==> src/rtl/loader_pkg.sv <==
// Shared definitions for the program loader: FSM encoding, default word width, record length.
// CHK only exists when PROGRAM_LOADER_CHECKSUM_EN is defined.
package loader_pkg;

    localparam int DATA_WIDTH_DEF = 16;
    localparam int REC_BYTES      = 4;

    typedef enum logic [2:0] {
        LEN_HI = 3'd0,
        LEN_LO = 3'd1,
        REC    = 3'd2,
        WRITE  = 3'd3,
`ifdef PROGRAM_LOADER_CHECKSUM_EN
        CHK    = 3'd4,
`endif
        DONE   = 3'd5,
        ERROR  = 3'd6
    } state_t;

endpackage

==> src/rtl/loader_byte_assembler.sv <==
// Collects four stream bytes into an opcode/operand pair; outputs show the assembled record
// (including the byte on byte_data) in the cycle record_complete strobes.
module loader_byte_assembler
    import loader_pkg::*;
#(
    parameter int DATA_WIDTH = DATA_WIDTH_DEF
) (
    input  logic                  clk,
    input  logic                  reset,
    input  logic                  clear,
    input  logic                  byte_valid,
    input  logic [7:0]            byte_data,
    output logic [DATA_WIDTH-1:0] opcode,
    output logic [DATA_WIDTH-1:0] operand,
    output logic                  record_complete
);

    localparam int REC_W = 2 * DATA_WIDTH;
    localparam int IW    = $clog2(REC_BYTES);
    localparam logic [IW-1:0] LAST = IW'(REC_BYTES - 1);

    logic [IW-1:0]    idx;
    logic [REC_W-1:0] shift;
    logic [REC_W-1:0] assembled;

    assign assembled       = {shift[REC_W-9:0], byte_data};
    assign record_complete = byte_valid && (idx == LAST);
    assign opcode          = assembled[REC_W-1 -: DATA_WIDTH];
    assign operand         = assembled[DATA_WIDTH-1:0];

    always_ff @(posedge clk) begin
        if (reset || clear) begin
            idx   <= '0;
            shift <= '0;
        end else if (byte_valid) begin
            idx   <= idx + 1'b1;
            shift <= assembled;
        end
    end

endmodule

==> src/rtl/program_loader.sv <==
// Loads a length-prefixed byte stream of 4-byte records into instruction memory, holding the CPU
// until done. Optional trailing XOR checksum enabled by defining PROGRAM_LOADER_CHECKSUM_EN.
module program_loader
    import loader_pkg::*;
#(
    parameter int DATA_WIDTH = DATA_WIDTH_DEF,
    parameter int ADDR_WIDTH = 8
) (
    input  logic                  clk,
    input  logic                  reset,
    input  logic                  in_valid,
    input  logic [7:0]            in_data,
    output logic                  in_ready,
    input  logic                  start,
    output logic                  imem_we,
    output logic [ADDR_WIDTH-1:0] imem_addr,
    output logic [DATA_WIDTH-1:0] imem_opcode,
    output logic [DATA_WIDTH-1:0] imem_operand,
    output logic                  cpu_hold,
    output logic                  load_done,
    output logic                  load_error,
    output logic [ADDR_WIDTH:0]   words_loaded
);

    localparam logic [16:0] MAX_N = 17'(1) << ADDR_WIDTH;
`ifdef PROGRAM_LOADER_CHECKSUM_EN
    localparam state_t END_STATE = CHK;
`else
    localparam state_t END_STATE = DONE;
`endif

    state_t                state;
    logic [7:0]            len_hi;
    logic [15:0]           count;
    logic                  accept;
    logic                  reload;
    logic                  rec_done;
    logic [DATA_WIDTH-1:0] asm_opcode;
    logic [DATA_WIDTH-1:0] asm_operand;
    logic [15:0]           len_n;
`ifdef PROGRAM_LOADER_CHECKSUM_EN
    logic [7:0]            csum;
`endif

    // Status outputs are pure decodes of the state register.
    assign in_ready   = (state == LEN_HI) || (state == LEN_LO) || (state == REC)
`ifdef PROGRAM_LOADER_CHECKSUM_EN
                        || (state == CHK)
`endif
                        ;
    assign cpu_hold   = (state != DONE);
    assign load_done  = (state == DONE);
    assign load_error = (state == ERROR);

    assign accept = in_valid && in_ready;
    assign reload = start && ((state == DONE) || (state == ERROR));
    assign len_n  = {len_hi, in_data};

    loader_byte_assembler #(.DATA_WIDTH(DATA_WIDTH)) u_asm (
        .clk             (clk),
        .reset           (reset),
        .clear           (reload),
        .byte_valid      (accept && (state == REC)),
        .byte_data       (in_data),
        .opcode          (asm_opcode),
        .operand         (asm_operand),
        .record_complete (rec_done)
    );

    always_ff @(posedge clk) begin
        if (reset) begin
            state        <= LEN_HI;
            len_hi       <= '0;
            count        <= '0;
            imem_we      <= 1'b0;
            imem_addr    <= '0;
            imem_opcode  <= '0;
            imem_operand <= '0;
            words_loaded <= '0;
`ifdef PROGRAM_LOADER_CHECKSUM_EN
            csum         <= '0;
`endif
        end else begin
            imem_we <= 1'b0;
            case (state)
                LEN_HI: if (accept) begin
                    len_hi <= in_data;
                    state  <= LEN_LO;
                end
                LEN_LO: if (accept) begin
                    count <= len_n;
                    if ({1'b0, len_n} > MAX_N) state <= ERROR;
                    else if (len_n == 16'd0)   state <= END_STATE;
                    else                       state <= REC;
                end
                REC: if (accept) begin
`ifdef PROGRAM_LOADER_CHECKSUM_EN
                    csum <= csum ^ in_data;
`endif
                    if (rec_done) begin
                        state        <= WRITE;
                        imem_we      <= 1'b1;
                        imem_addr    <= words_loaded[ADDR_WIDTH-1:0];
                        imem_opcode  <= asm_opcode;
                        imem_operand <= asm_operand;
                    end
                end
                WRITE: begin
                    words_loaded <= words_loaded + 1'b1;
                    if ((17'(words_loaded) + 17'd1) < {1'b0, count}) state <= REC;
                    else                                              state <= END_STATE;
                end
`ifdef PROGRAM_LOADER_CHECKSUM_EN
                CHK: if (accept) state <= (in_data == csum) ? DONE : ERROR;
`endif
                DONE, ERROR: if (start) begin
                    state        <= LEN_HI;
                    words_loaded <= '0;
`ifdef PROGRAM_LOADER_CHECKSUM_EN
                    csum         <= '0;
`endif
                end
                default: state <= LEN_HI;
            endcase
        end
    end

endmodule

==> config.mk <==
export PLATFORM = sky130hd
export DESIGN_NAME = program_loader
export DESIGN_NICKNAME = d
export VERILOG_FILES = /design/src/rtl/loader_pkg.sv /design/src/rtl/loader_byte_assembler.sv /design/src/rtl/program_loader.sv
export SDC_FILE = /design/constraint.sdc
export NUM_CORES = 1
export LEC_CHECK = 0
export CORE_ASPECT_RATIO = 0.6
export CORE_MARGIN = 5
export CORE_UTILIZATION = 53
export CTS_BUF_LIST = sky130_fd_sc_hd__clkbuf_16
export CTS_CLUSTER_DIAMETER = 150
export CTS_CLUSTER_SIZE = 28
export DETAILED_ROUTE_END_ITERATION = 16
export PLACE_DENSITY = 0.79
export SKIP_LAST_GASP = 1
export SYNTH_ARGS = -nofsm -noshare
export SYNTH_HDL_FRONTEND = slang
export SYNTH_SLANG_ARGS = --single-unit
==> constraint.sdc <==
create_clock -name clk -period 3.3 [get_ports clk]
set_input_delay 0.33 -clock clk [delete_from_list [all_inputs] [get_ports clk]]
set_output_delay 0.33 -clock clk [all_outputs]
set_load 0.01 [all_outputs]
==> reports/metrics.yaml, run 1 <==
run_status: "completed"
synth_enable_flop_cells: 0
slew_viol_final: 0
crit_type: "flop to flop"
worst-endpoint-arrival_ns: 2.90
cts_tree: "built"
grt_pass1_wl_um: 17500
worst_skew_pair.late_latency_ns: 0.34
cts-htree-levels: 3
fill_cells: 701
postCtsResizedCells: 0
drive_above_1_share_pct: 4.57
timing.hold.worst_endpoint: "imem_addr[2]"
grt_start_max_net_pins: 42
detailroute.via_count: 3800
timing.hold.worst_path_depth: 2
timing.final.crit_period_ns: 2.64
reg2reg_to: "state[2]"
synth_cells: 539
avgSynthCellArea_um2: 7.74
relSlewSlack_pct: 41.6
synth-seq-area-share_pct: 49.4
drc: 0
cts-hold-fix-buffers: 0
antenna_found_initial: 0
syn2layout_area_growth_pct: 23.4
drtAntennaViolNets: 0
synth_top_flop_cell: "sky130_fd_sc_hd__dfxtp_1"
via_count_of_the_first_global_routing_pass: 3552
port_bufs: 65
place.detailed.hpwl_um: 7240
layout.area.seq_um2: 2060
post-cts-setup-buffer-count: 0
required_ns: 3.56
synth_async_sr_flop_share_pct: 0
reg2regPathDepth: 9
synth_top_cell_area_share_pct: 49.4
clk_transition_reported_paths_ns: 0.07
grt_overflow: 0
max_cap_viol_count: 0
finalWeightedCongestion: 0.867
setup_repair_after_global_routing_missed_its_margin: "false"
multi_input_comb_area_um2: 1930
design.portCount: 66
synthDominantAreaCellType: "sky130_fd_sc_hd__dfxtp_1"
placed_area_um2: 4860
yosys-top-cells-area: "sky130_fd_sc_hd__dfxtp_1 (49%), sky130_fd_sc_hd__nand2_1 (17%), sky130_fd_sc_hd__a21oi_1 (12%)"
wl_per_cell_um: 14.8
die-area_um2: 9810
synth_fp_nets: 562
yosys-top-cells-count: "sky130_fd_sc_hd__nand2_1 (189), sky130_fd_sc_hd__dfxtp_1 (103), sky130_fd_sc_hd__a21oi_1 (98)"
final_min_period_over_clock_period_pct: 80.1
p_per_area_nw_per_um2: 483
cts.sinks: 103
placementRows: 25
worst_r2r_start: "words_loaded[0]"
detailedRoute.firstIterationViolations: 361
syn-cell-area_um2: 4170
critPathMaxFanout: 8
clock_skew_after_layout_ns: 0.00743
diodes: 0
hold_path.startpoint: "imem_addr[2]"
fp.dieW_um: 125
drtPass1Iterations: 5
setup.reg_to_reg.worst_slack_ns: 0.66
cts_max_path_buffers: 2
tns_ns: 0
fmaxAchievable_mhz: 378
post-route-cell-area_um2: 5150
synth.ff_latch_count: 103
hp-class: "flop to flop"
yosysWarnings: 0
crit_path_end_kind: "flop"
max-vdd-ir-drop_mv: 0.310
die_y_um: 78.7
timing.critical_path.from_type: "flop"
yosys.cell_count.top_type: "sky130_fd_sc_hd__nand2_1"
fin_nets: 610
synth.distinct_cells: 41
clockRootBuffer: "sky130_fd_sc_hd__clkbuf_16"
final_number_of_setup_violating_endpoints: 0
report.final.hold_viol_count: 0
worst_pin_slew_ns: 0.871
cts_made_buffers: 9
cellLeakagePower_nw: 1.77
initial_utilization_pct: 53.8
grt_use_total_pct: 21.6
drt-vias-per-instance: 5.44
wl_um: 10300
core_ar_um2: 7760
logic make-up (layout without fill, tap and decap cells):
kind of cell	count (synthesis)	in the layout	share of synthesized area [%]
AOI/OAI and AO/OA	126	126	16.5
DFF	103	103	49.4
xor gates and xnor gates	10	10	2.10
adders and majority gates	11	11	3.30
and+or+nand+nor	243	243	24.3
buffers and inverters	46	98	4.41
where the power goes:
part / internal, mW / switching, mW / leakage (nW) / total, mW
registers: 1.26 / 0.0249 / 0.832 / 1.29
logic: 0.0576 / 0.105 / 0.801 / 0.163
clock network: 0.581 / 0.453 / 0.137 / 1.03
metrics by stage:
| stage | utilization (%) | total power, mW | std cells | hold WS [ns] | setup WS, ns |
|---|---|---|---|---|---|
| 6_report | 66.4 | 2.49 | 699 | 0.455 | 0.658 |
| 5_1_grt | 66.4 | 2.58 | 699 | 0.475 | 0.381 |
| 4_1_cts | 66.4 | 2.50 | 699 | 0.455 | 0.660 |
| 3_5_place_dp | 62.7 | 1.48 | 684 | 0.446 | 0.682 |
| 3_3_place_gp | 62.7 | 1.47 | 684 | 0.441 | 0.810 |
| 2_1_floorplan | - | 1.42 | 539 | 0.432 | 0.838 |
worst max-delay path: stages (launching register included):
cell and delay, ns:
sky130_fd_sc_hd__dfxtp_1 0.49, sky130_fd_sc_hd__ha_1 0.27, sky130_fd_sc_hd__and3_1 0.25, sky130_fd_sc_hd__nand3_1 0.17, sky130_fd_sc_hd__xnor2_1 0.17, sky130_fd_sc_hd__ha_1 0.29, sky130_fd_sc_hd__nand4_1 0.07, sky130_fd_sc_hd__a211o_1 0.29
sky130_fd_sc_hd__a311o_1 0.36, sky130_fd_sc_hd__a311oi_2 0.20
how the worst max path moves through the flow:
stage | start | end
2_1_floorplan | words_loaded[0] | state[2]
3_3_place_gp | words_loaded[0] | state[2]
3_5_place_dp | words_loaded[0] | state[2]
4_1_cts | words_loaded[0] | state[2]
5_1_grt | words_loaded[0] | state[2]
6_report | words_loaded[0] | state[2]
per-layer routing:
metal | global-route usage, % | part of all wire, % | vias to the layer above | routed length (µm)
met5 | 0 | 0 | - | 0
met4 | 5.91 | 1.4 | 0 | 143
met3 | 6.99 | 7.8 | 14 | 802
met2 | 32.4 | 43 | 137 | 4470
met1 | 30.2 | 48 | 1768 | 4910
li1 | - | - | 1881 | -
registers in the layout (all words and copies together), names as in the netlist:
register      count
u_asm.shift      24
imem_operand     16
words_loaded      9
imem_addr         8
len_hi            8
state             3
count            16
imem_we           1
u_asm.idx         2
imem_opcode      16
placed cells by master (no fill, tap or decap), types with 2 or more instances in the layout:
| cell | synthesis | final |
|---|---|---|
| sky130_fd_sc_hd__a211oi_1 | 2 | 2 |
| sky130_fd_sc_hd__a21oi_1 | 98 | 98 |
| sky130_fd_sc_hd__a22oi_1 | 2 | 2 |
| sky130_fd_sc_hd__a31oi_1 | 2 | 2 |
| sky130_fd_sc_hd__and2_1 | 4 | 5 |
| sky130_fd_sc_hd__and3_1 | 4 | 4 |
| sky130_fd_sc_hd__buf_4 | 0 | 6 |
| sky130_fd_sc_hd__clkbuf_16 | 0 | 9 |
| sky130_fd_sc_hd__clkdlybuf4s50_1 | 0 | 64 |
| sky130_fd_sc_hd__clkinv_1 | 0 | 2 |
| sky130_fd_sc_hd__clkinv_4 | 0 | 2 |
| sky130_fd_sc_hd__dfxtp_1 | 103 | 103 |
| sky130_fd_sc_hd__ha_1 | 11 | 11 |
| sky130_fd_sc_hd__inv_1 | 12 | 12 |
| sky130_fd_sc_hd__nand2_1 | 189 | 189 |
| sky130_fd_sc_hd__nand3_1 | 5 | 5 |
| sky130_fd_sc_hd__nand3b_1 | 5 | 5 |
| sky130_fd_sc_hd__nand4_1 | 2 | 2 |
| sky130_fd_sc_hd__nor2_1 | 16 | 16 |
| sky130_fd_sc_hd__nor3_1 | 5 | 5 |
| sky130_fd_sc_hd__nor4_1 | 4 | 4 |
| sky130_fd_sc_hd__o21a_1 | 2 | 2 |
| sky130_fd_sc_hd__o21ai_0 | 10 | 10 |
| sky130_fd_sc_hd__or3_1 | 2 | 2 |
| sky130_fd_sc_hd__xnor2_1 | 4 | 4 |
| sky130_fd_sc_hd__xor2_1 | 6 | 6 |
final cells by class:
cell class | instances | area share (%)
inverter | 12 | 0.875
sequential | 103 | 40.0
timing repair buffer | 71 | 13.4
multi-input combinational | 390 | 37.4
clock buffer | 9 | 4.37
tap | 108 | 2.62
clock inverter | 6 | 1.22
Note: power is estimated with default switching activity, not from simulation.
==> run 2: changes to the inputs <==
clock period = 2.76 ns   (was 3.3 ns; I/O delays follow)
==> run 2 against run 1 <==
Sequential power is 19% higher. Clock skew is essentially flat. Die area stayed put. Clock power is 9% higher. Critical path depth is the same. Power is 15% higher. Clock-buffer cell count is the same. Combinational power rose by 19%. Maximum frequency rose by 1.3%. Final cell count shrank 0.14%. Critical endpoint unchanged. Largest cell class unchanged.
==> reports/metrics.yaml, run 2 (synthesis gave the netlist of run 1 again) <==
worst_skew_pair.late_latency_ns: 0.34  # about the same
most-common-layout-cells: "sky130_fd_sc_hd__nand2_1 (189), sky130_fd_sc_hd__dfxtp_1 (101), sky130_fd_sc_hd__a21oi_1 (98)"  # was sky130_fd_sc_hd__nand2_1 (189), sky130_fd_sc_hd__dfxtp_1 (103), sky130_fd_sc_hd__a21oi_1 (98)
grt_start_max_net_pins: 79  # was 42
max_cap_viol_count: 0  # unchanged
p_per_area_nw_per_um2: 556  # was 483 nW/µm²
hp-class: "flop to flop"  # unchanged
cts_tree: "built"  # unchanged
place.detailed.hpwl_um: 7030  # was 7240 µm
drtAntennaViolNets: 0  # unchanged
wl_per_cell_um: 14.5  # was 14.8 µm
fin_util_pct: 66.2  # was 66.4%
path_cells: "ha_2, and3_1, nand3_1, xnor2_1, ha_1, nand4_1, a211o_1, a311o_1, a311oi_2"  # was ha_1, and3_1, nand3_1, xnor2_1, ha_1, nand4_1, a211o_1, a311o_1, a311oi_2
cts_max_path_buffers: 2  # unchanged
largest_register_ff_count: 24  # unchanged
cts-hold-fix-buffers: 0  # unchanged
fp.dieW_um: 125  # unchanged
slew_viol_final: 0  # unchanged
wl_um: 10100  # was 10,300 µm
core_ar_um2: 7760  # unchanged
clk_transition_reported_paths_ns: 0.06  # was 0.07 ns
design.portCount: 66  # unchanged
required_ns: 3.02  # was 3.56 ns
grt_use_total_pct: 21.5  # was 21.6%
die-area_um2: 9810  # unchanged
drt-vias-per-instance: 5.34  # was 5.44
fmaxAchievable_mhz: 384  # was 378 MHz
cts_made_buffers: 9  # unchanged
cellLeakagePower_nw: 1.76  # was 1.77 nW
diodes: 0  # unchanged
detailroute.via_count: 3730  # was 3,800
detailedRoute.firstIterationViolations: 362  # was 361
setup_repair_after_global_routing_missed_its_margin: "false"  # unchanged
final_number_of_setup_violating_endpoints: 0  # unchanged
report.final.hold_viol_count: 0  # unchanged
regMostFlops: "u_asm.shift"  # unchanged
timing.final.crit_period_ns: 2.61  # was 2.64 ns
timing.critical_path.buf_inv: 0  # unchanged
crit_type: "flop to flop"  # unchanged
drc: 0  # unchanged
initial_utilization_pct: 53.8  # unchanged
critical_path.max_stage_delay_ns: 0.41  # was 0.49 ns
tns_ns: 0  # unchanged
layout_commonest_cell: "sky130_fd_sc_hd__nand2_1"  # unchanged
run_status: "completed"  # unchanged
cts-htree-levels: 3  # unchanged
clockRootBuffer: "sky130_fd_sc_hd__clkbuf_16"  # unchanged
final_min_period_over_clock_period_pct: 94.5  # was 80.1%
antenna_found_initial: 0  # unchanged
grt_overflow: 0  # unchanged
critPathTopFamily: "compound AO/OA/AOI/OAI gates"  # unchanged
grt_pass1_wl_um: 17300  # was 17,500 µm
critPathMaxFanout: 8  # unchanged
drtPass1Iterations: 4  # was 5
syn2layout_area_growth_pct: 23.0  # was 23.4%
worst_pin_slew_ns: 0.812  # was 0.871 ns
clock_skew_after_layout_ns: 0.00699  # was 0.00743 ns
timing.critical_path.from_type: "flop"  # unchanged
placementRows: 25  # unchanged
via_count_of_the_first_global_routing_pass: 3483  # was 3,552
post_route_non_filler_standard_cell_count: 698  # was 699
dpl.cell_count: 684  # unchanged
port_bufs: 65  # unchanged
drive_above_1_share_pct: 5.08  # was 4.57%
max-vdd-ir-drop_mv: 0.384  # was 0.310 mV
relSlewSlack_pct: 45.9  # was 41.6%
worst_hold_slack_ns: 0.453  # was 0.455 ns
die_y_um: 78.7  # unchanged
cts.sinks: 103  # unchanged
crit_path_end_kind: "flop"  # unchanged
finalWeightedCongestion: 0.824  # was 0.867
worst-endpoint-arrival_ns: 2.86  # was 2.90 ns
fin_nets: 610  # unchanged
cp_slowest_cell: "sky130_fd_sc_hd__dfxtp_2"  # was sky130_fd_sc_hd__dfxtp_1
==> run 2: changes by cell type in the layout (fill, tap and decap cells not counted), sizes merged <==
| cell | delta |
|---|---|
| bufinv | -1 |
| clkinvlp | +1 |
| inv | +1 |
| clkinv | -2 |
==> run 2: routing by layer <==
layer  global-route usage, %  part of all wire (%)  up-vias
met3                    7.53                   8.7        9
met1                    29.6                    48     1722
met4                    6.78                  0.94        0
li1                        -                     -     1870
met2                    31.8                    43      129
met5                       0                     0        -
==> run 2: final timing paths <==
path	startpoint	to	slack, ns	cells after the start
max	words_loaded[0]	state[2]	0.15	9
min	imem_opcode[9]	imem_opcode[9]	0.45	2
max reg2reg	words_loaded[0]	state[2]	0.15	9
min reg2reg	imem_opcode[9]	imem_opcode[9]	0.45	2
==> run 2: worst register-to-register path: stages (launching register included) <==
cell,delay (ns)
sky130_fd_sc_hd__dfxtp_2,0.41
sky130_fd_sc_hd__ha_2,0.24
sky130_fd_sc_hd__and3_1,0.26
sky130_fd_sc_hd__nand3_1,0.18
sky130_fd_sc_hd__xnor2_1,0.18
sky130_fd_sc_hd__ha_1,0.30
sky130_fd_sc_hd__nand4_1,0.08
sky130_fd_sc_hd__a211o_1,0.29
sky130_fd_sc_hd__a311o_1,0.37
sky130_fd_sc_hd__a311oi_2,0.21
==> run 2: layout make-up <==
cell class,instances,area [µm²]
well taps,108,135
flip-flops and latches,103,2060
multi-input cells,390,1930
fillers,696,2630
clock buffers,9,225
inverters,12,45.0
clock inverters,5,28.8
repair buffers,71,703
==> run 2: what timing repair did <==
item | in CTS | in global routing
endpoints found under the setup margin | 0 | 2
resized for setup | 0 | 3
setup buffers | 0 | 0
==> run 2: power by group <==
part	internal, mW	switching, mW	total [mW]
clock network	0.594	0.526	1.12
logic	0.0693	0.125	0.194
registers	1.51	0.0283	1.54
total	2.18	0.679	2.86
==> run 2: metrics by stage <==
| step | setup WS (ns) | power (mW) | cell area, µm² |
|---|---|---|---|
| final | 0.153 | 2.86 | 5130 |
| after global routing | 0.0241 | 2.97 | 5130 |
| after CTS | 0.0333 | 2.87 | 5130 |
| after detailed placement | 0.0756 | 1.76 | 4870 |
| after global placement | 0.240 | 1.76 | 4870 |
| after floorplan | 0.298 | 1.70 | 4170 |
==> run 3: changes to the inputs <==
CTS_CLUSTER_DIAMETER = 80   (was 150)
HOLD_SLACK_MARGIN = 0.08   (was default)
==> results of run 3 <==
No change in the layout: final DEF, timing and power equal those of run 2.
